`config.mk`:
```
export PLATFORM = sky130hd
export DESIGN_NAME = mem_port_arbiter
export DESIGN_NICKNAME = d
export VERILOG_FILES = /design/src/rtl/mem_port_arbiter.sv
export SDC_FILE = /design/constraint.sdc
export NUM_CORES = 1
export LEC_CHECK = 0
export ABC_AREA = 0
export CAP_MARGIN = 25
export CORE_MARGIN = 2
export CORE_UTILIZATION = 42
export DETAILED_ROUTE_END_ITERATION = 16
export PLACE_DENSITY = 0.8
export REMOVE_ABC_BUFFERS = 1
export SETUP_SLACK_MARGIN = 0.5
export SYNTH_ARGS = -nofsm -noshare
export SYNTH_HDL_FRONTEND = slang
export SYNTH_SLANG_ARGS = --single-unit
```
`constraint.sdc`:
```
create_clock -name clk -period 2.35 [get_ports clk]
set_clock_uncertainty 0.15 [all_clocks]
set_input_delay 0.3525 -clock clk [delete_from_list [all_inputs] [get_ports clk]]
set_output_delay 0.3525 -clock clk [all_outputs]
set_load 0.01 [all_outputs]
```
`src/rtl/mem_port_arbiter.sv`:
```
// Arbitrates one single-port memory between the fetch port (I) and the load/store port (D).
// One transaction at a time; D wins ties unless I has been starved STARVE_MAX times in a row.
module mem_port_arbiter #(
    parameter int AW         = 10,
    parameter int DW         = 32,
    parameter int MEM_LAT    = 1,
    parameter int STARVE_MAX = 3
) (
    input  logic          clk,
    input  logic          rst,
    input  logic          i_req,
    input  logic [AW-1:0] i_addr,
    output logic          i_ack,
    output logic [DW-1:0] i_rdata,
    input  logic          d_req,
    input  logic          d_we,
    input  logic [1:0]    d_wsize,
    input  logic [AW-1:0] d_addr,
    input  logic [DW-1:0] d_wdata,
    output logic          d_ack,
    output logic [DW-1:0] d_rdata,
    output logic          m_en,
    output logic          m_we,
    output logic [1:0]    m_wsize,
    output logic [AW-1:0] m_addr,
    output logic [DW-1:0] m_wdata,
    input  logic [DW-1:0] m_rdata,
    output logic          busy,
    output logic          grant_d
);

    typedef enum logic [1:0] {
        IDLE  = 2'd0,
        ISSUE = 2'd1,
        WAIT  = 2'd2,
        RESP  = 2'd3
    } state_t;

    localparam logic [2:0] LAT3  = 3'(MEM_LAT);
    localparam logic [2:0] SMAX3 = 3'(STARVE_MAX);

    state_t     state;
    state_t     state_nxt;
    logic       owner_d;
    logic       we_r;
    logic [1:0] wsize_r;
    logic [2:0] wait_cnt;
    logic [2:0] starve_cnt;
    logic       grant;
    logic       pick_d;
    logic       capture;

    always_ff @(posedge clk or negedge rst) begin
        if (!rst) begin
            state <= IDLE;
        end else begin
            state <= state_nxt;
        end
    end

    always_comb begin
        state_nxt = state;
        grant     = 1'b0;
        pick_d    = 1'b0;
        capture   = 1'b0;
        busy      = 1'b0;
        m_en      = 1'b0;
        m_we      = 1'b0;
        m_wsize   = 2'b00;
        i_ack     = 1'b0;
        d_ack     = 1'b0;
        grant_d   = 1'b0;
        case (state)
            IDLE: begin
                if (i_req || d_req) begin
                    grant     = 1'b1;
                    // I is forced only when both request and D has used up its run of wins.
                    pick_d    = d_req && !(i_req && (starve_cnt == SMAX3));
                    state_nxt = ISSUE;
                end
            end
            ISSUE: begin
                busy      = 1'b1;
                grant_d   = owner_d;
                m_en      = 1'b1;
                m_we      = we_r;
                m_wsize   = we_r ? wsize_r : 2'b00;
                state_nxt = we_r ? RESP : WAIT;
            end
            WAIT: begin
                busy    = 1'b1;
                grant_d = owner_d;
                if (wait_cnt == 3'd1) begin
                    capture   = 1'b1;
                    state_nxt = RESP;
                end
            end
            RESP: begin
                busy      = 1'b1;
                grant_d   = owner_d;
                i_ack     = !owner_d;
                d_ack     = owner_d;
                state_nxt = IDLE;
            end
            default: state_nxt = IDLE;
        endcase
    end

    always_ff @(posedge clk or negedge rst) begin
        if (!rst) begin
            owner_d    <= 1'b0;
            we_r       <= 1'b0;
            wsize_r    <= 2'b00;
            m_addr     <= '0;
            m_wdata    <= '0;
            wait_cnt   <= 3'd0;
            starve_cnt <= 3'd0;
            i_rdata    <= '0;
            d_rdata    <= '0;
        end else begin
            if (grant) begin
                owner_d <= pick_d;
                we_r    <= pick_d && d_we;
                wsize_r <= pick_d ? d_wsize : 2'b00;
                m_addr  <= pick_d ? d_addr : i_addr;
                m_wdata <= pick_d ? d_wdata : '0;
                if (!pick_d) begin
                    starve_cnt <= 3'd0;
                end else if (i_req && (starve_cnt < SMAX3)) begin
                    starve_cnt <= starve_cnt + 3'd1;
                end
            end
            if (state == ISSUE) begin
                wait_cnt <= LAT3;
            end else if (state == WAIT) begin
                wait_cnt <= wait_cnt - 3'd1;
            end
            // Read data lands in the last WAIT cycle; only the owner's register is written.
            if (capture) begin
                if (owner_d) begin
                    d_rdata <= m_rdata;
                end else begin
                    i_rdata <= m_rdata;
                end
            end
        end
    end

endmodule

```
==> results of run 1 <==
## layer usage
metal | routed length (um) | GRT usage | vias up
met2 | 6890 | 0.394 | 181
met5 | 0 | 0 | -
met4 | 202 | 0.0931 | 0
met1 | 5310 | 0.259 | 1773
met3 | 1180 | 0.0765 | 19
li1 | - | - | 1638
## timing repair
action / CTS / global route
setup buffers: 14 / 3
cloned: 3 / 1
resized for setup: 169 / 38
pin swaps: 3 / 0
hold endpoints to repair: 43 / 0
endpoints found under the setup margin: 194 / 49
hold buffers: 1 / 0
## critical path: stages, from the launching register on
cell	delay, ns
dfrtp_1	0.41
buf_6	0.14
ha_4	0.16
and3_4	0.18
buf_6	0.11
## worst min path at each step
stage / to / slack [ns] / depth (start not counted)
5_1_grt: m_wdata[1] / 0.27 / 2
6_report: m_addr[8] / 0.26 / 2
3_5_place_dp: m_addr[3] / 0.27 / 1
4_1_cts: m_wdata[6] / 0.26 / 2
2_1_floorplan: d_rdata[0] / -0.09 / 0
3_3_place_gp: m_addr[9] / 0.26 / 1
## cell type report
type | instances | area [sq um] | share of cell area
clock inverters | 14 | 198 | 0.0251
flip-flops and latches | 118 | 2950 | 0.375
clock buffers | 18 | 428 | 0.0543
repair buffers | 236 | 2320 | 0.295
well taps | 140 | 175 | 0.0222
multi-input cells | 178 | 1770 | 0.225
inverters | 7 | 31.3 | 0.00397
## kinds of logic (layout without fill, tap and decap cells)
kind of cell,count (synthesis),after routing
adder cells (fa/ha/maj),8,8
AND/OR/NAND/NOR,37,37
AO/OA/AOI/OAI,58,58
multiplexers,75,75
buffers and inverters,24,275
flip-flops,118,118
## per-stage QoR
stage	power [W]	hold slack [ns]	std cells	utilization	cell area, sq um
after floorplan	0.00568	-0.0931	303	-	4550
after global placement	0.00825	0.261	657	0.636	6900
after detailed placement	0.00840	0.272	657	0.636	6900
after CTS	0.0109	0.265	707	0.710	7700
after global routing	0.0118	0.266	711	0.727	7880
final	0.0112	0.265	711	0.727	7880
## cells in the final DEF (no fill, tap or decap), types with 2 or more instances in the layout
cell	Yosys	routed
nor2b_1	3	3
dlygate4sd2_1	0	106
dfrtp_1	118	118
clkdlybuf4s50_1	0	89
o21ai_0	17	16
mux2_2	64	33
nand2_1	19	19
clkbuf_16	0	17
ha_1	8	3
clkbuf_8	0	2
mux2i_1	11	11
inv_1	7	4
a22o_1	35	35
buf_12	0	7
buf_4	5	13
bufinv_16	0	4
nand3_1	2	2
clkinv_2	0	2
mux2_4	0	31
buf_2	6	4
clkinvlp_4	0	2
inv_6	0	3
buf_6	2	11
ha_4	0	4
clkinv_4	0	4
and3_4	0	3
inv_2	0	2
buf_16	0	3
nor2_1	4	4
## power by group through the flow
| stage | combinational (W) | sequential, W | clock (W) |
|---|---|---|---|
| CTS | 0.00444 | 0.00367 | 0.00275 |
| global placement | 0.00457 | 0.00368 | 0 |
| floorplan | 0.00162 | 0.00406 | 0 |
| global route | 0.00509 | 0.00383 | 0.00288 |
| finish | 0.00474 | 0.00372 | 0.00271 |
| detailed placement | 0.00470 | 0.00370 | 0 |
## flip-flops by register name, summed over array words and instances, names as in the netlist
register    flops
starve_cnt      3
wait_cnt        3
m_addr         10
we_r            1
m_wdata        32
i_rdata        32
wsize_r         2
d_rdata        32
owner_d         1
state           2
==> impl_table.tex, run 1 <==
\begin{tabular}{lr}
\hline
Metric & Value \\
\hline
\multicolumn{2}{l}{\textbf{Synthesis}} \\
Leading cell type by number of instances after synthesis & dfrtp\_1 \\
Average cell area after synthesis & about 15 sq um \\
Cell area after synthesis & 0.00465 sq mm \\
Synth cell types & 26 \\
Number of synthesis warnings & 0 \\
Adder-Cell Fraction of Synth Area & 0.0215 \\
Post-synth top flop & dfrtp\_1 \\
Area fraction of the dominant cell type after synthesis & 0.635 \\
Register bit total from synthesis & roughly 120 \\
Multiplexer fraction of the synthesized cell area & 0.179 \\
Share of the synthesized area in compound gates (AO/OA/AOI/OAI) & 0.0939 \\
Simple-gate portion of the synthesized area & 0.0430 \\
Cell accounting for the most synthesized area & dfrtp\_1 \\
Ys async rst share & 1.00 \\
Post-synthesis share of cell area spent on xor and xnor gates & 0 \\
Count of flip-flops with a built-in enable after synthesis & 0 \\
Largest family of logic cells by synthesized area & multiplexers \\
Sequential fraction of the synthesis area & 0.635 \\
Biggest area contributors in the synthesized netlist & dfrtp\_1, mux2\_2, a22o\_1, mux2i\_1, ha\_1 \\
Post-synth top cells & dfrtp\_1, mux2\_2, a22o\_1 \\
Gate Count Post-Synth & 320 \\
\multicolumn{2}{l}{\textbf{Pwr}} \\
Fraction of power consumed by combinational cells & 0.425 \\
Leak pwr & between 3 and 4 nW \\
Power share of the sequential group & 0.333 \\
Sw Ratio & 0.327 \\
Switching power of the nets & between 0.003 and 0.004 W \\
Highest ir drop seen on vdd & around 0.66 mV \\
Internal power consumption & between 0.007 and 0.008 W \\
Clock network power share & 0.242 \\
Areal power density over the cells & about 1400 mW/mm\^{}2 \\
\multicolumn{2}{l}{\textbf{STA}} \\
Final critical-path share of the clock period & 0.861 \\
Fin crit period & $\sim$2 ns \\
Unrepaired setup endpoints after global routing & true \\
Final Hold Vio Count & 0 \\
Total negative slack for setup checks & 0 ns \\
Fin. max-slew vios & 0 \\
Max-slew headroom & 0.573 \\
Final-report setup violation count & 0 \\
Post-route setup slack & between 0.3 and 0.4 ns \\
Timing-limited maximum frequency & $\sim$490 MHz \\
Worst-margin pin slew & 0.640 ns \\
\multicolumn{2}{l}{\textbf{Finish}} \\
Number of fill cells & approximately 700 \\
Ratio of cells with drive above 1 in the final layout & 0.268 \\
Net count reported at finish & approximately 660 \\
Number of diodes added for antenna fixing & 0 \\
Growth of design area from synthesis to finish & 69.4\% \\
\multicolumn{2}{l}{\textbf{Floorplan}} \\
Cell row count & 38 \\
Horizontal die dimension & roughly 110 um \\
Area of the die & $\sim$0.012 sq mm \\
Height of the chip & roughly 110 um \\
IO Pins & about 200 \\
Core Box Area & around 0.011 sq mm \\
Starting density of the core & 0.429 \\
\multicolumn{2}{l}{\textbf{Routing}} \\
Pre-Repair DR Iteration Count & 4 \\
Number of DRC markers after the initial detailed-route iteration & between 100 and 150 \\
DRC Markers & 0 \\
Avg WL per Cell & around 19 um \\
Detail-routed via count per cell & between 5 and 6 \\
Total detailed-routing wirelength & around 14,000 um \\
Antenna viol nets, final & 0 \\
Via count & between 3,000 and 4,000 \\
\multicolumn{2}{l}{\textbf{Worst setup path}} \\
Startpoint of the most critical setup path & state[0] \\
Reg2reg setup slack & $\sim$0.37 ns \\
Signal arrival time at the worst endpoint & 1.52 ns \\
Endpoint required time on the critical path & around 1.9 ns \\
Cell count of the worst reg-to-reg path & 8 \\
Worst Path Max Fanout & 5 \\
Reg-to-reg startpoint & state[0] \\
Endpoint of the most critical register-to-register path & i\_rdata[5] \\
Critical path class & register to output port \\
Critical path endpoint & m\_wsize[0] \\
Nature of the critical path startpoint & register \\
Endpoint type of the worst setup path & output port \\
\multicolumn{2}{l}{\textbf{GRT}} \\
Vias in the first global route & roughly 3,800 \\
Overall routing resource usage & 0.228 \\
Global-route wire length before repair & $\sim$20,000 um \\
Pin count of the biggest net entering global routing & 48 \\
Overflow after GRT & 0 \\
Initial antenna violation count & 0 \\
\multicolumn{2}{l}{\textbf{Placed design}} \\
I/O Buffers & $\sim$200 \\
Placed wire-length estimate after detailed placement & 8310 um \\
Worst slack, placed & between 0.3 and 0.4 ns \\
Global placement routability congestion & $\sim$0.75 \\
\multicolumn{2}{l}{\textbf{Clocking}} \\
CTS Buf Count & 17 \\
Clock transition time at the flip-flop clock pins of the worst setup and hold paths & 0.06 ns \\
CTS root buffer & clkbuf\_8 \\
CTS tree & built \\
Sinks on the clock net & approximately 120 \\
CTS H-Tree Depth & 4 \\
Clock latency reported for the late side of the worst-skew pair & 0.51 ns \\
Maximum clock path buffer count & 2 \\
\multicolumn{2}{l}{\textbf{Run}} \\
Maximum Capacitance Violations & 0 \\
\multicolumn{2}{l}{\textbf{Hold path}} \\
Classification of the worst-slack hold path & input port to asynchronous set/reset pin \\
\multicolumn{2}{l}{\textbf{Status}} \\
Result of the run & completed \\
\hline
\end{tabular}
Note: power is estimated with default switching activity, not from simulation.
==> inputs of run 2 (changes only) <==
PLACE_DENSITY = 0.89   (was 0.8)
==> impl_table.tex, run 2 (synthesis results as in run 1) <==
\begin{tabular}{lr}
\hline
Metric & Value \\
\hline
\multicolumn{2}{l}{\textbf{STA}} \\
Unrepaired setup endpoints after global routing & true \\
Post-route setup slack & just under 0.3 ns \\
Max-slew headroom & 0.555 \\
Final-report setup violation count & 0 \\
Worst-margin pin slew & 0.651 ns \\
Hold Slack & between 0.15 and 0.2 ns \\
Final critical-path share of the clock period & 0.874 \\
Fin crit period & approximately 2.1 ns \\
Total negative slack for setup checks & 0 ns \\
Fin. max-slew vios & 0 \\
Timing-limited maximum frequency & 487 MHz \\
Final Hold Vio Count & 0 \\
\multicolumn{2}{l}{\textbf{Floorplan}} \\
Area of the die & 0.0119 sq mm \\
Cell row count & 38 \\
Horizontal die dimension & between 100 and 150 um \\
Core Box Area & around 0.011 sq mm \\
Starting density of the core & 0.429 \\
Height of the chip & approximately 110 um \\
IO Pins & 205 \\
\multicolumn{2}{l}{\textbf{Routing}} \\
Via count & 3,631 \\
Pre-Repair DR Iteration Count & 4 \\
Detail-routed via count per cell & between 5 and 6 \\
DRC Markers & 0 \\
Total detailed-routing wirelength & about 14,000 um \\
Avg WL per Cell & approximately 19 um \\
Antenna viol nets, final & 0 \\
Number of DRC markers after the initial detailed-route iteration & between 100 and 150 \\
\multicolumn{2}{l}{\textbf{Clocking}} \\
Sinks on the clock net & about 120 \\
CTS Buf Count & 17 \\
Clock latency reported for the late side of the worst-skew pair & roughly 0.50 ns \\
Maximum clock path buffer count & 2 \\
CTS tree & built \\
CTS H-Tree Depth & 4 \\
Clock transition time at the flip-flop clock pins of the worst setup and hold paths & about 0.060 ns \\
CTS root buffer & clkbuf\_8 \\
\multicolumn{2}{l}{\textbf{Finish}} \\
Final Cell Area & roughly 0.0079 sq mm \\
Non-filler instance count after layout & 707 \\
Number of diodes added for antenna fixing & 0 \\
Net count reported at finish & 653 \\
Commonest cells after routing, fill and taps aside & dfrtp\_1, dlygate4sd2\_1, clkdlybuf4s50\_1 \\
Growth of design area from synthesis to finish & 69.8\% \\
Commonest non-fill, non-tap cell in the layout & dfrtp\_1 \\
Largest registers ranked by flip-flop count & d\_rdata (32), i\_rdata (32), m\_wdata (32) \\
Ratio of cells with drive above 1 in the final layout & 0.270 \\
\multicolumn{2}{l}{\textbf{Worst setup path}} \\
Nature of the critical path startpoint & register \\
Worst Path Max Fanout & 5 \\
Endpoint required time on the critical path & roughly 1.9 ns \\
Signal arrival time at the worst endpoint & approximately 1.6 ns \\
Critical path class & register to output port \\
Cell with the largest stage delay on the worst path & dfrtp\_2 \\
Critical path cell sequence & inv\_4, ha\_4, and2\_1, buf\_2 \\
Crit path largest cell delay & $\sim$0.45 ns \\
Family with the most delay on the worst path & flip-flops \\
Bufs and invs on worst path & 2 \\
Endpoint type of the worst setup path & output port \\
\multicolumn{2}{l}{\textbf{Placed design}} \\
Placed wire-length estimate after detailed placement & approximately 8000 um \\
Worst slack, placed & 0.300 ns \\
Post-Place Cells & 654 \\
I/O Buffers & 204 \\
Placement Cell Area & 0.00688 sq mm \\
Global placement routability congestion & between 0.7 and 0.8 \\
\multicolumn{2}{l}{\textbf{Pwr}} \\
Leak pwr & around 3.8 nW \\
Highest ir drop seen on vdd & about 0.72 mV \\
Areal power density over the cells & between 1000 and 1500 mW/mm\^{}2 \\
\multicolumn{2}{l}{\textbf{Status}} \\
Result of the run & completed \\
\multicolumn{2}{l}{\textbf{GRT}} \\
Overflow after GRT & 0 \\
Pin count of the biggest net entering global routing & 64 \\
Global-route wire length before repair & approximately 19,000 um \\
Overall routing resource usage & 0.207 \\
Initial antenna violation count & 0 \\
Vias in the first global route & 3,632 \\
\multicolumn{2}{l}{\textbf{Hold path}} \\
Classification of the worst-slack hold path & input port to asynchronous set/reset pin \\
\multicolumn{2}{l}{\textbf{Run}} \\
Maximum Capacitance Violations & 0 \\
\hline
\end{tabular}
==> run 2: area by class of cell <==
type                    count  area, sq um
multi-input cells         178         1810
inverters                   7         31.3
clock inverters            10          175
repair buffers            232         2300
clock buffers              22          453
fillers                   721         2940
well taps                 140          175
flip-flops and latches    118         2960
==> run 2: worst paths after layout <==
| path | end | cells after the start | startpoint | slack (ns) |
|---|---|---|---|---|
| min in group clk | m_wdata[7] | 2 | d_wdata[7] | 0.29 |
| max reg2reg | d_rdata[30] | 7 | state[1] | 0.34 |
| max | m_we | 4 | state[1] | 0.30 |
| min reg2reg | m_addr[1] | 2 | m_addr[1] | 0.33 |
| max in group asynchronous | state[0] | 3 | rst | 1.15 |
| min | starve_cnt[1] | 2 | rst | 0.19 |
==> run 2: layer usage <==
metal  wire length [um]  part of all wire  vias to the layer above  track usage
met2               6740              0.49                      189        0.339
met5                  0                 0                        -            0
met4                247             0.018                        0        0.103
met1               5570              0.41                     1795        0.250
met3               1160             0.085                       21       0.0592
li1                   -                 -                     1626            -
==> run 2: power breakdown <==
part	switching [W]	internal [W]
Combinational	0.00213	0.00277
Sequential	0.000658	0.00308
Clock	0.000877	0.00188
==> run 2: worst reg2reg max path, delay by kind of cell (launching register included) <==
family | cells | cell delay, ns
fa+ha+maj | 1 | 0.17
mux | 1 | 0.39
buf+inv | 4 | 0.61
simple gates | 1 | 0.10
flops | 1 | 0.45
==> run 2: stage by stage <==
step | util | total power (W)
floorplan | - | 0.00568
global placement | 0.634 | 0.00823
detailed placement | 0.634 | 0.00845
CTS | 0.688 | 0.0107
global route | 0.729 | 0.0120
finish | 0.729 | 0.0114
==> run 2: repair_timing <==
action	4_1_cts	5_1_grt
cloned	0	6
resized for setup	156	60
pin swaps	3	4
hold buffers	1	0
setup endpoints to repair	151	50
buffers inserted	4	10
hold endpoints to repair	50	0
